**src/rtl/ps2_ascii_keyboard.sv**
```systemverilog
// PS/2 set-2 keyboard receiver and decoder: turns make/break frames into a level-held
// ASCII code of the currently pressed key, plus press counting and frame error pulses.
module ps2_ascii_keyboard #(
  parameter int SYNC_STAGES    = 2,
  parameter int TIMEOUT_CYCLES = 50000
) (
  input  logic       clk,
  input  logic       rst,
  input  logic       ps2_clk,
  input  logic       ps2_data,
  output logic [7:0] kbdata,
  output logic [7:0] scan_code,
  output logic       key_valid,
  output logic [7:0] press_cnt,
  output logic       frame_err
);

  localparam int TW = $clog2(TIMEOUT_CYCLES + 1);
  localparam logic [TW-1:0] TMO_ONE   = 1;
  localparam logic [TW-1:0] TMO_LIMIT = TW'(TIMEOUT_CYCLES);

  typedef enum logic [1:0] {IDLE, DATA, PARITY, STOP} state_t;

  // Synchroniser chains idle high, matching the PS/2 bus idle level.
  for (genvar gi = 0; gi < SYNC_STAGES; gi++) begin : g_sync
    logic clk_q, data_q;
    if (gi == 0) begin : g_first
      always_ff @(posedge clk) begin
        if (rst) begin
          clk_q  <= 1'b1;
          data_q <= 1'b1;
        end else begin
          clk_q  <= ps2_clk;
          data_q <= ps2_data;
        end
      end
    end else begin : g_next
      always_ff @(posedge clk) begin
        if (rst) begin
          clk_q  <= 1'b1;
          data_q <= 1'b1;
        end else begin
          clk_q  <= g_sync[gi-1].clk_q;
          data_q <= g_sync[gi-1].data_q;
        end
      end
    end
  end

  logic clk_s, data_s, clk_prev_reg, fall;
  assign clk_s  = g_sync[SYNC_STAGES-1].clk_q;
  assign data_s = g_sync[SYNC_STAGES-1].data_q;
  assign fall   = clk_prev_reg & ~clk_s;

  state_t          state_reg, state_next;
  logic [2:0]      bit_cnt_reg, bit_cnt_next;
  logic [7:0]      shift_reg, shift_next;
  logic            parity_reg, parity_next;
  logic [TW-1:0]   tmo_reg, tmo_next;
  logic            byte_rdy_next, err_next;
  logic            byte_rdy_reg;
  logic [7:0]      byte_reg;

  always_ff @(posedge clk) begin
    if (rst) begin
      clk_prev_reg <= 1'b1;
      state_reg    <= IDLE;
      bit_cnt_reg  <= '0;
      shift_reg    <= '0;
      parity_reg   <= 1'b0;
      tmo_reg      <= '0;
      byte_rdy_reg <= 1'b0;
      byte_reg     <= '0;
      frame_err    <= 1'b0;
    end else begin
      clk_prev_reg <= clk_s;
      state_reg    <= state_next;
      bit_cnt_reg  <= bit_cnt_next;
      shift_reg    <= shift_next;
      parity_reg   <= parity_next;
      tmo_reg      <= tmo_next;
      byte_rdy_reg <= byte_rdy_next;
      byte_reg     <= shift_reg;
      frame_err    <= err_next;
    end
  end

  always_comb begin
    state_next    = state_reg;
    bit_cnt_next  = bit_cnt_reg;
    shift_next    = shift_reg;
    parity_next   = parity_reg;
    byte_rdy_next = 1'b0;
    err_next      = 1'b0;
    tmo_next      = (state_reg == IDLE || fall) ? '0 : tmo_reg + TMO_ONE;
    case (state_reg)
      IDLE: if (fall && !data_s) begin
        state_next   = DATA;
        bit_cnt_next = '0;
      end
      DATA: if (fall) begin
        shift_next   = {data_s, shift_reg[7:1]};
        bit_cnt_next = bit_cnt_reg + 3'd1;
        if (bit_cnt_reg == 3'd7) state_next = PARITY;
      end
      PARITY: if (fall) begin
        parity_next = data_s;
        state_next  = STOP;
      end
      STOP: if (fall) begin
        state_next = IDLE;
        if (data_s && ^{shift_reg, parity_reg}) byte_rdy_next = 1'b1;
        else                                    err_next      = 1'b1;
      end
      default: state_next = IDLE;
    endcase
    // A stalled frame is abandoned so the next start bit is seen cleanly.
    if (state_reg != IDLE && tmo_reg == TMO_LIMIT) begin
      state_next    = IDLE;
      err_next      = 1'b1;
      byte_rdy_next = 1'b0;
      tmo_next      = '0;
    end
  end

  function automatic logic [7:0] ascii_map(input logic [7:0] c);
    case (c)
      8'h1C: return 8'h41; 8'h32: return 8'h42; 8'h21: return 8'h43; 8'h23: return 8'h44;
      8'h24: return 8'h45; 8'h2B: return 8'h46; 8'h34: return 8'h47; 8'h33: return 8'h48;
      8'h43: return 8'h49; 8'h3B: return 8'h4A; 8'h42: return 8'h4B; 8'h4B: return 8'h4C;
      8'h3A: return 8'h4D; 8'h31: return 8'h4E; 8'h44: return 8'h4F; 8'h4D: return 8'h50;
      8'h15: return 8'h51; 8'h2D: return 8'h52; 8'h1B: return 8'h53; 8'h2C: return 8'h54;
      8'h3C: return 8'h55; 8'h2A: return 8'h56; 8'h1D: return 8'h57; 8'h22: return 8'h58;
      8'h35: return 8'h59; 8'h1A: return 8'h5A;
      8'h45: return 8'h30; 8'h16: return 8'h31; 8'h1E: return 8'h32; 8'h26: return 8'h33;
      8'h25: return 8'h34; 8'h2E: return 8'h35; 8'h36: return 8'h36; 8'h3D: return 8'h37;
      8'h3E: return 8'h38; 8'h46: return 8'h39;
      8'h29: return 8'h20; 8'h5A: return 8'h0D;
      default: return 8'h00;
    endcase
  endfunction

  logic       brk_reg, ext_reg;
  logic [7:0] held_reg;
  logic [7:0] mapped;
  assign mapped = ascii_map(byte_reg);

  always_ff @(posedge clk) begin
    if (rst) begin
      brk_reg   <= 1'b0;
      ext_reg   <= 1'b0;
      held_reg  <= '0;
      kbdata    <= '0;
      scan_code <= '0;
      key_valid <= 1'b0;
      press_cnt <= '0;
    end else begin
      key_valid <= 1'b0;
      if (byte_rdy_reg) begin
        if (byte_reg == 8'hF0) begin
          brk_reg <= 1'b1;
        end else if (byte_reg == 8'hE0) begin
          ext_reg <= 1'b1;
        end else if (brk_reg) begin
          // Only releasing the key that currently owns kbdata clears it.
          if (!ext_reg && byte_reg == held_reg) begin
            kbdata   <= '0;
            held_reg <= '0;
          end
          brk_reg <= 1'b0;
          ext_reg <= 1'b0;
        end else if (ext_reg) begin
          ext_reg <= 1'b0;
        end else begin
          scan_code <= byte_reg;
          if (byte_reg != held_reg) begin
            held_reg <= byte_reg;
            kbdata   <= mapped;
            if (mapped != 8'h00) begin
              key_valid <= 1'b1;
              press_cnt <= press_cnt + 8'd1;
            end
          end
        end
      end
    end
  end

endmodule

```
**config.mk**
```make
export PLATFORM = sky130hd
export DESIGN_NAME = ps2_ascii_keyboard
export DESIGN_NICKNAME = d
export VERILOG_FILES = /design/src/rtl/ps2_ascii_keyboard.sv
export SDC_FILE = /design/constraint.sdc
export NUM_CORES = 1
export LEC_CHECK = 0
export ABC_AREA = 1
export CORE_UTILIZATION = 35
export DETAILED_ROUTE_END_ITERATION = 7
export PLACE_DENSITY = 0.6
export SKIP_CTS_REPAIR_TIMING = 1
export SYNTH_ARGS = -nofsm -noshare
export SYNTH_HDL_FRONTEND = slang
export SYNTH_SLANG_ARGS = --single-unit
```
**constraint.sdc**
```tcl
create_clock -name clk -period 2.61 [get_ports clk]
set_clock_uncertainty 0.1 [all_clocks]
set_input_delay 0.522 -clock clk [delete_from_list [all_inputs] [get_ports clk]]
set_output_delay 0.522 -clock clk [all_outputs]
set_load 0.05 [all_outputs]
```
==> qor.csv, run 1 <==
stage;metric;value;unit
outcome;outcome;complete, no violations;
synth;yosysTopAreaCell;dfxtp_1;
timing;fmax;448;MHz
critical_path;crit_required;1.99;ns
critical_path;start_kind;flop;
die;coreArea;12100;um2
clocking;cts_sinks;86;
timing;slew_headroom;55.3;%
timing;rsz0062_at_grt;no;
pwr;power.density;545;nW/um2
grt;grt_pass1_vias;3680;
critical_path;worst_path_largest_cell_delay;0.85;ns
timing;finalSetupViolations;0;
die;die_h;114;um
placed_design;place_congestion;0.897;
synth;yosysSeqAreaShare;39.1;%
clocking;clk_latency;0.33;ns
timing;maxSlewViolCount;0;
die;die_area;13000;um2
timing;post-route-period-util;85.5;%
timing;finalHoldViolCount;0;
clocking;clockBufferDepth;2;
die;io_pins;30;
critical_path;end_kind;output pin;
final_layout;drive_gt1_share;7.58;%
final_layout;area_growth;16.4;%
placed_design;place_area;4830;um2
route;wirelength;9700;um
timing;fin_setup_tns;0;ns
critical_path;cp.arrival;1.61;ns
placed_design;place_hpwl;7180;um
final_layout;finalNetCount;676;
synth;synth.area.top_cells;dfxtp_1, nand2_1, inv_1;
timing;period_needed;2.23;ns
clocking;h-tree-depth;3;
run;max_cap_viol_count;0;
synth;synth_cell_type_count;38;
pwr;cellLeakagePower;2.13;nW
grt;gr-total-overflow;0;
synth;synth_top_area_share;39.1;%
route;vias;3932;
clocking;cts.clk_slew.worst_paths;0.06;ns
final_layout;fillerInstances;1264;
die;rows;40;
hold_path;holdCritPathClass;flop to flop;
final_layout;diodes;0;
grt;grt_max_degree;40;
synth;synthCells;626;
route;drt_iter0_drc;263;
placed_design;io_buffers;28;
route;wire_per_inst;11.7;um
route;avgViaCountPerCell;4.75;
critical_path;cp_num_buf_inv;1;
clocking;numCtsBuffers;9;
die;start_util;36.3;%
critical_path;crit_family;buffers and inverters;
critical_path;critPathSlowestCell;clkdlybuf4s50_1;
final_layout;final_util;42.3;%
route;route.detailed.drc;0;
pwr;vdd_drop_max;298;uV
synth;syn_avg_cell_area;7.03;um2
critical_path;path_cells;clkdlybuf4s50_1;
final_layout;stdcell_area;5120;um2
route;drt_pass1_iterations;5;
route;ant_nets;0;
synth;yosys_warnings;0;
grt;grt_pass1_wl;16600;um
grt;grt_util_all_layers;15.7;%
grt;antenna_found_initial;0;
synth;ys_seq_elements;86;
clocking;clockRootBuffer;clkbuf_16;
clocking;cts_tree;done;
timing;tightest_slew;0.668;ns
synth;syn_nets;647;
die;die_x;114;um
final_layout;largest_reg_flops;16;
critical_path;crit_fanout;7;
critical_path;crit_type;flop to output pin;
synth;syn-cell-area;4400;um2
[stage by stage]
step / instances / hold slack [ns] / total power [mW] / setup WS, ns
final: 828 / 0.310 / 2.79 / 0.378
after global routing: 828 / 0.324 / 2.91 / 0.313
after CTS: 828 / 0.313 / 2.82 / 0.355
after detailed placement: 812 / 0.297 / 1.56 / 0.353
after global placement: 812 / 0.294 / 1.55 / 0.391
after floorplan: 626 / 0.289 / 1.51 / 0.436
[power by group]
group	internal [mW]	total [mW]	switching, mW	leakage (nW)
clock network	0.769	1.26	0.493	0.144
logic	0.0562	0.181	0.125	1.29
registers	1.33	1.35	0.0181	0.694
[placed cells by master (no fill, tap or decap), types with 7 or more instances in the layout]
cell and instances:
a21oi_1 49, dfxtp_1 86, inv_1 70, clkdlybuf4s50_1 27
nand4_1 9, nor2_1 54, nand2_1 168, nor3_1 14
xnor2_1 11, ha_1 17, o21ai_0 28, clkbuf_16 9
xor2_1 7, buf_4 7, nand3_1 48
[area by class of cell]
class | count | area [um2] | area share [%]
timing repair buffer | 35 | 328 | 6.40
inverter | 76 | 285 | 5.57
tap | 168 | 210 | 4.10
clock inverter | 3 | 43.8 | 0.855
multi-input combinational | 447 | 2280 | 44.6
clock buffer | 13 | 250 | 4.88
sequential | 86 | 1720 | 33.6
[logic make-up (layout without fill, tap and decap cells)]
kind of cell    Yosys count  after routing  synth area share, %
fa+ha+maj                17             17                 4.83
other cells               1              1               0.0852
flops                    86             86                 39.1
xor+xnor                 19             19                 3.95
compound gates           93             93                 11.3
buf+inv                  93            127                 8.98
simple gates            317            317                 31.7
[synth_stat cells, drive strengths merged]
library cell	instances
a21oi	50
a22oi	6
buf	14
clkbuf	3
clkinv	1
conb	1
dfxtp	86
ha	17
inv	75
nand2	174
nand3	49
nand4	10
nor2	61
nor3	15
nor4	1
o211a	1
o211ai	3
o21ai	32
o31ai	1
or2	7
xnor2	12
xor2	7
[final timing paths]
check             cells past startpoint      endpoint            start  slack (ns)
hold reg to reg                       1         clk_s  g_sync[0].clk_q        0.31
hold / removal                        1         clk_s  g_sync[0].clk_q        0.31
setup / recovery                      1  press_cnt[2]     press_cnt[2]        0.38
setup reg to reg                      8   tmo_reg[14]     state_reg[0]        0.60
[metal layers]
metal,routed length (um),GRT usage (%)
met1,4660,19.8
met3,277,3.07
met2,4650,26.1
met5,0,0
met4,115,6.67
(Power assumes the default switching activity.)
==> inputs of run 2 (changes only) <==
Settings changed: ABC_AREA 1 to 0.
==> run 2 against run 1 <==
Final area is 5.0% lower; die area is 5.7% lower; critical path depth is 4 higher; synthesized cell count is 27% lower; largest power group unchanged; cell count is 24% lower; power is 4.3% higher; first-iteration DRC count is 2.7% lower; global-route usage is 0.30 points lower; utilization is 0.15 points higher; sequential share of layout area is 1.8 points higher.
==> qor.csv, run 2 <==
stage;metric;value;unit
outcome;outcome;complete, no violations;
clocking;cts_tree;done;
final_layout;regArea;1720;um2
synth;synth-edff-count;0;
final_layout;finalNetCount;505;
placed_design;io_buffers;28;
critical_path;worst-r2r-setup-slack;0.20;ns
grt;grt_util_all_layers;15.4;%
final_layout;fillerInstances;1113;
critical_path;reg2regPathDepth;5;
route;route.detailed.drc;0;
critical_path;start_kind;flop;
run;max_cap_viol_count;0;
critical_path;end_kind;flop;
grt;grt_pass1_vias;3245;
grt;antenna_found_initial;0;
grt;grt_pass1_wl;15300;um
die;coreArea;11500;um2
timing;fin_setup_tns;0;ns
timing;post-route-period-util;92.3;%
clocking;cts_sinks;86;
final_layout;area_growth;17.4;%
route;vias;3339;
synth;synth_commonest_cells;dfxtp_1, nor2_1, a21oi_1;
final_layout;layout_commonest_cell;dfxtp_1;
synth;yosys_warnings;0;
synth;yosysSeqAreaShare;41.5;%
hold_path;holdCritPathClass;flop to flop;
clocking;clk_latency;0.34;ns
timing;rsz0062_at_grt;no;
critical_path;r2r_end;press_cnt[5];
critical_path;crit_required;2.78;ns
critical_path;crit_fanout;15;
synth;synthCells;460;
die;start_util;36.2;%
clocking;numCtsBuffers;9;
pwr;vdd_drop_max;507;uV
timing;finalSetupViolations;0;
synth;syn_nets;481;
die;die_x;111;um
hold_path;min-delay-start;g_sync[0].data_q;
final_layout;diodes;0;
grt;grt_max_degree;54;
timing;maxSlewViolCount;0;
critical_path;crit_type;flop to flop;
grt;gr-total-overflow;0;
synth;yosys_most_used_dff;dfxtp_1;
final_layout;final_cell_mix;dfxtp_1, nor2_1, a21oi_1;
timing;tightest_slew;0.620;ns
clocking;clockRootBuffer;clkbuf_16;
timing;fmax;415;MHz
clocking;clockBufferDepth;2;
pwr;power.density;598;nW/um2
synth;synth_cell_type_count;64;
critical_path;r2r-start;byte_rdy_reg;
hold_path;whs_path_depth;1;
die;rows;39;
route;drt_pass1_iterations;4;
synth;synth.area.top_cells;dfxtp_1, ha_1, nor2_1;
final_layout;largest_reg_flops;16;
placed_design;place_congestion;0.900;
synth;synth_top_area_share;41.5;%
timing;slew_headroom;58.7;%
die;io_pins;30;
timing;finalHoldViolCount;0;
synth;yosysMostFrequentCell;dfxtp_1;
synth;yosysTopAreaCell;dfxtp_1;
synth;ys_seq_elements;86;
synth;syn-cell-area;4150;um2
route;drt_iter0_drc;256;
route;ant_nets;0;
final_layout;drive_gt1_share;9.20;%
pwr;cellLeakagePower;1.74;nW
timing;period_needed;2.41;ns
route;wire_per_inst;14.2;um
pwr;total_power;2.91;mW
hold_path;worstHoldEndpoint;data_s;
clocking;h-tree-depth;3;
critical_path;cp.arrival;2.58;ns
synth;syn_avg_cell_area;9.01;um2
route;wirelength;8960;um
synth;synthArstFlopShare;0;%
final_layout;multi_input_area;2210;um2
clocking;cts.clk_slew.worst_paths;0.07;ns
die;die_h;111;um
placed_design;place_hpwl;6360;um
route;avgViaCountPerCell;5.28;
die;die_area;12300;um2
## run 2: cell count changes after synthesis, moves of 7 or more
cell	previous run	this run
o21ai_0	28	18
xnor2_1	11	18
nand2_1	168	19
mux2i_1	0	13
clkbuf_1	3	12
nand2b_1	0	11
a22o_1	0	15
o22a_1	0	8
a21oi_1	49	28
inv_1	70	21
nand3_1	48	15
or3_1	0	9
## run 2: worst max-delay path by stage
stage                      start            to
finish              byte_rdy_reg  press_cnt[5]
global route        byte_rdy_reg  press_cnt[5]
global placement             rst          flop
CTS                 byte_rdy_reg  press_cnt[5]
floorplan                    rst          flop
detailed placement           rst          flop
## run 2: power by group
part	leakage (nW)	switching (mW)	internal, mW	total [mW]
Combinational	0.902	0.151	0.0954	0.247
Clock	0.149	0.503	0.797	1.30
Sequential	0.694	0.0291	1.34	1.36
Total	1.74	0.684	2.23	2.91
## run 2: area by class of cell
cell class | instances | area share, %
clock buffer | 12 | 5.27
timing repair buffer | 37 | 7.30
inverter | 24 | 1.85
sequential | 86 | 35.4
multi-input combinational | 326 | 45.4
tap | 143 | 3.68
clock inverter | 4 | 1.13
## run 2: kinds of logic (layout without fill, tap and decap cells)
| family | count (synthesis) | after routing | share of synthesized area, % |
|---|---|---|---|
| AO/OA/AOI/OAI | 113 | 113 | 19.1 |
| XOR/XNOR | 30 | 30 | 7.21 |
| adder cells (fa/ha/maj) | 17 | 17 | 5.13 |
| buffers and inverters | 48 | 77 | 5.22 |
| flip-flops | 86 | 86 | 41.5 |
| multiplexers | 13 | 13 | 3.14 |
| other | 1 | 1 | 0.0904 |
| AND/OR/NAND/NOR | 152 | 152 | 18.6 |
## run 2: worst max-delay path, cell delays in order (launching register included)
cell	delay, ns
dfxtp_1	0.37
nor3b_1	0.23
o41a_1	0.59
o211ai_2	0.42
or4_1	0.55
o21ai_1	0.08
## run 2: metal layers
layer	up-vias	GRT usage (%)	wire length, um
met2	89	25.7	4300
li1	1676	-	-
met3	21	4.37	448
met4	0	6.40	234
met5	-	0	0
met1	1553	18.5	3980
## run 2: metrics by stage
stage                     std cells  worst slack (ns)  hold slack, ns  area, um2  utilization (%)
after floorplan                 460            0.0498           0.289       4150                -
after global placement          616             0.240           0.301       4560             39.7
after detailed placement        616             0.141           0.303       4560             39.7
after CTS                       632             0.217           0.318       4870             42.5
after global routing            632            0.0128           0.327       4870             42.5
final                           632             0.200           0.311       4870             42.5
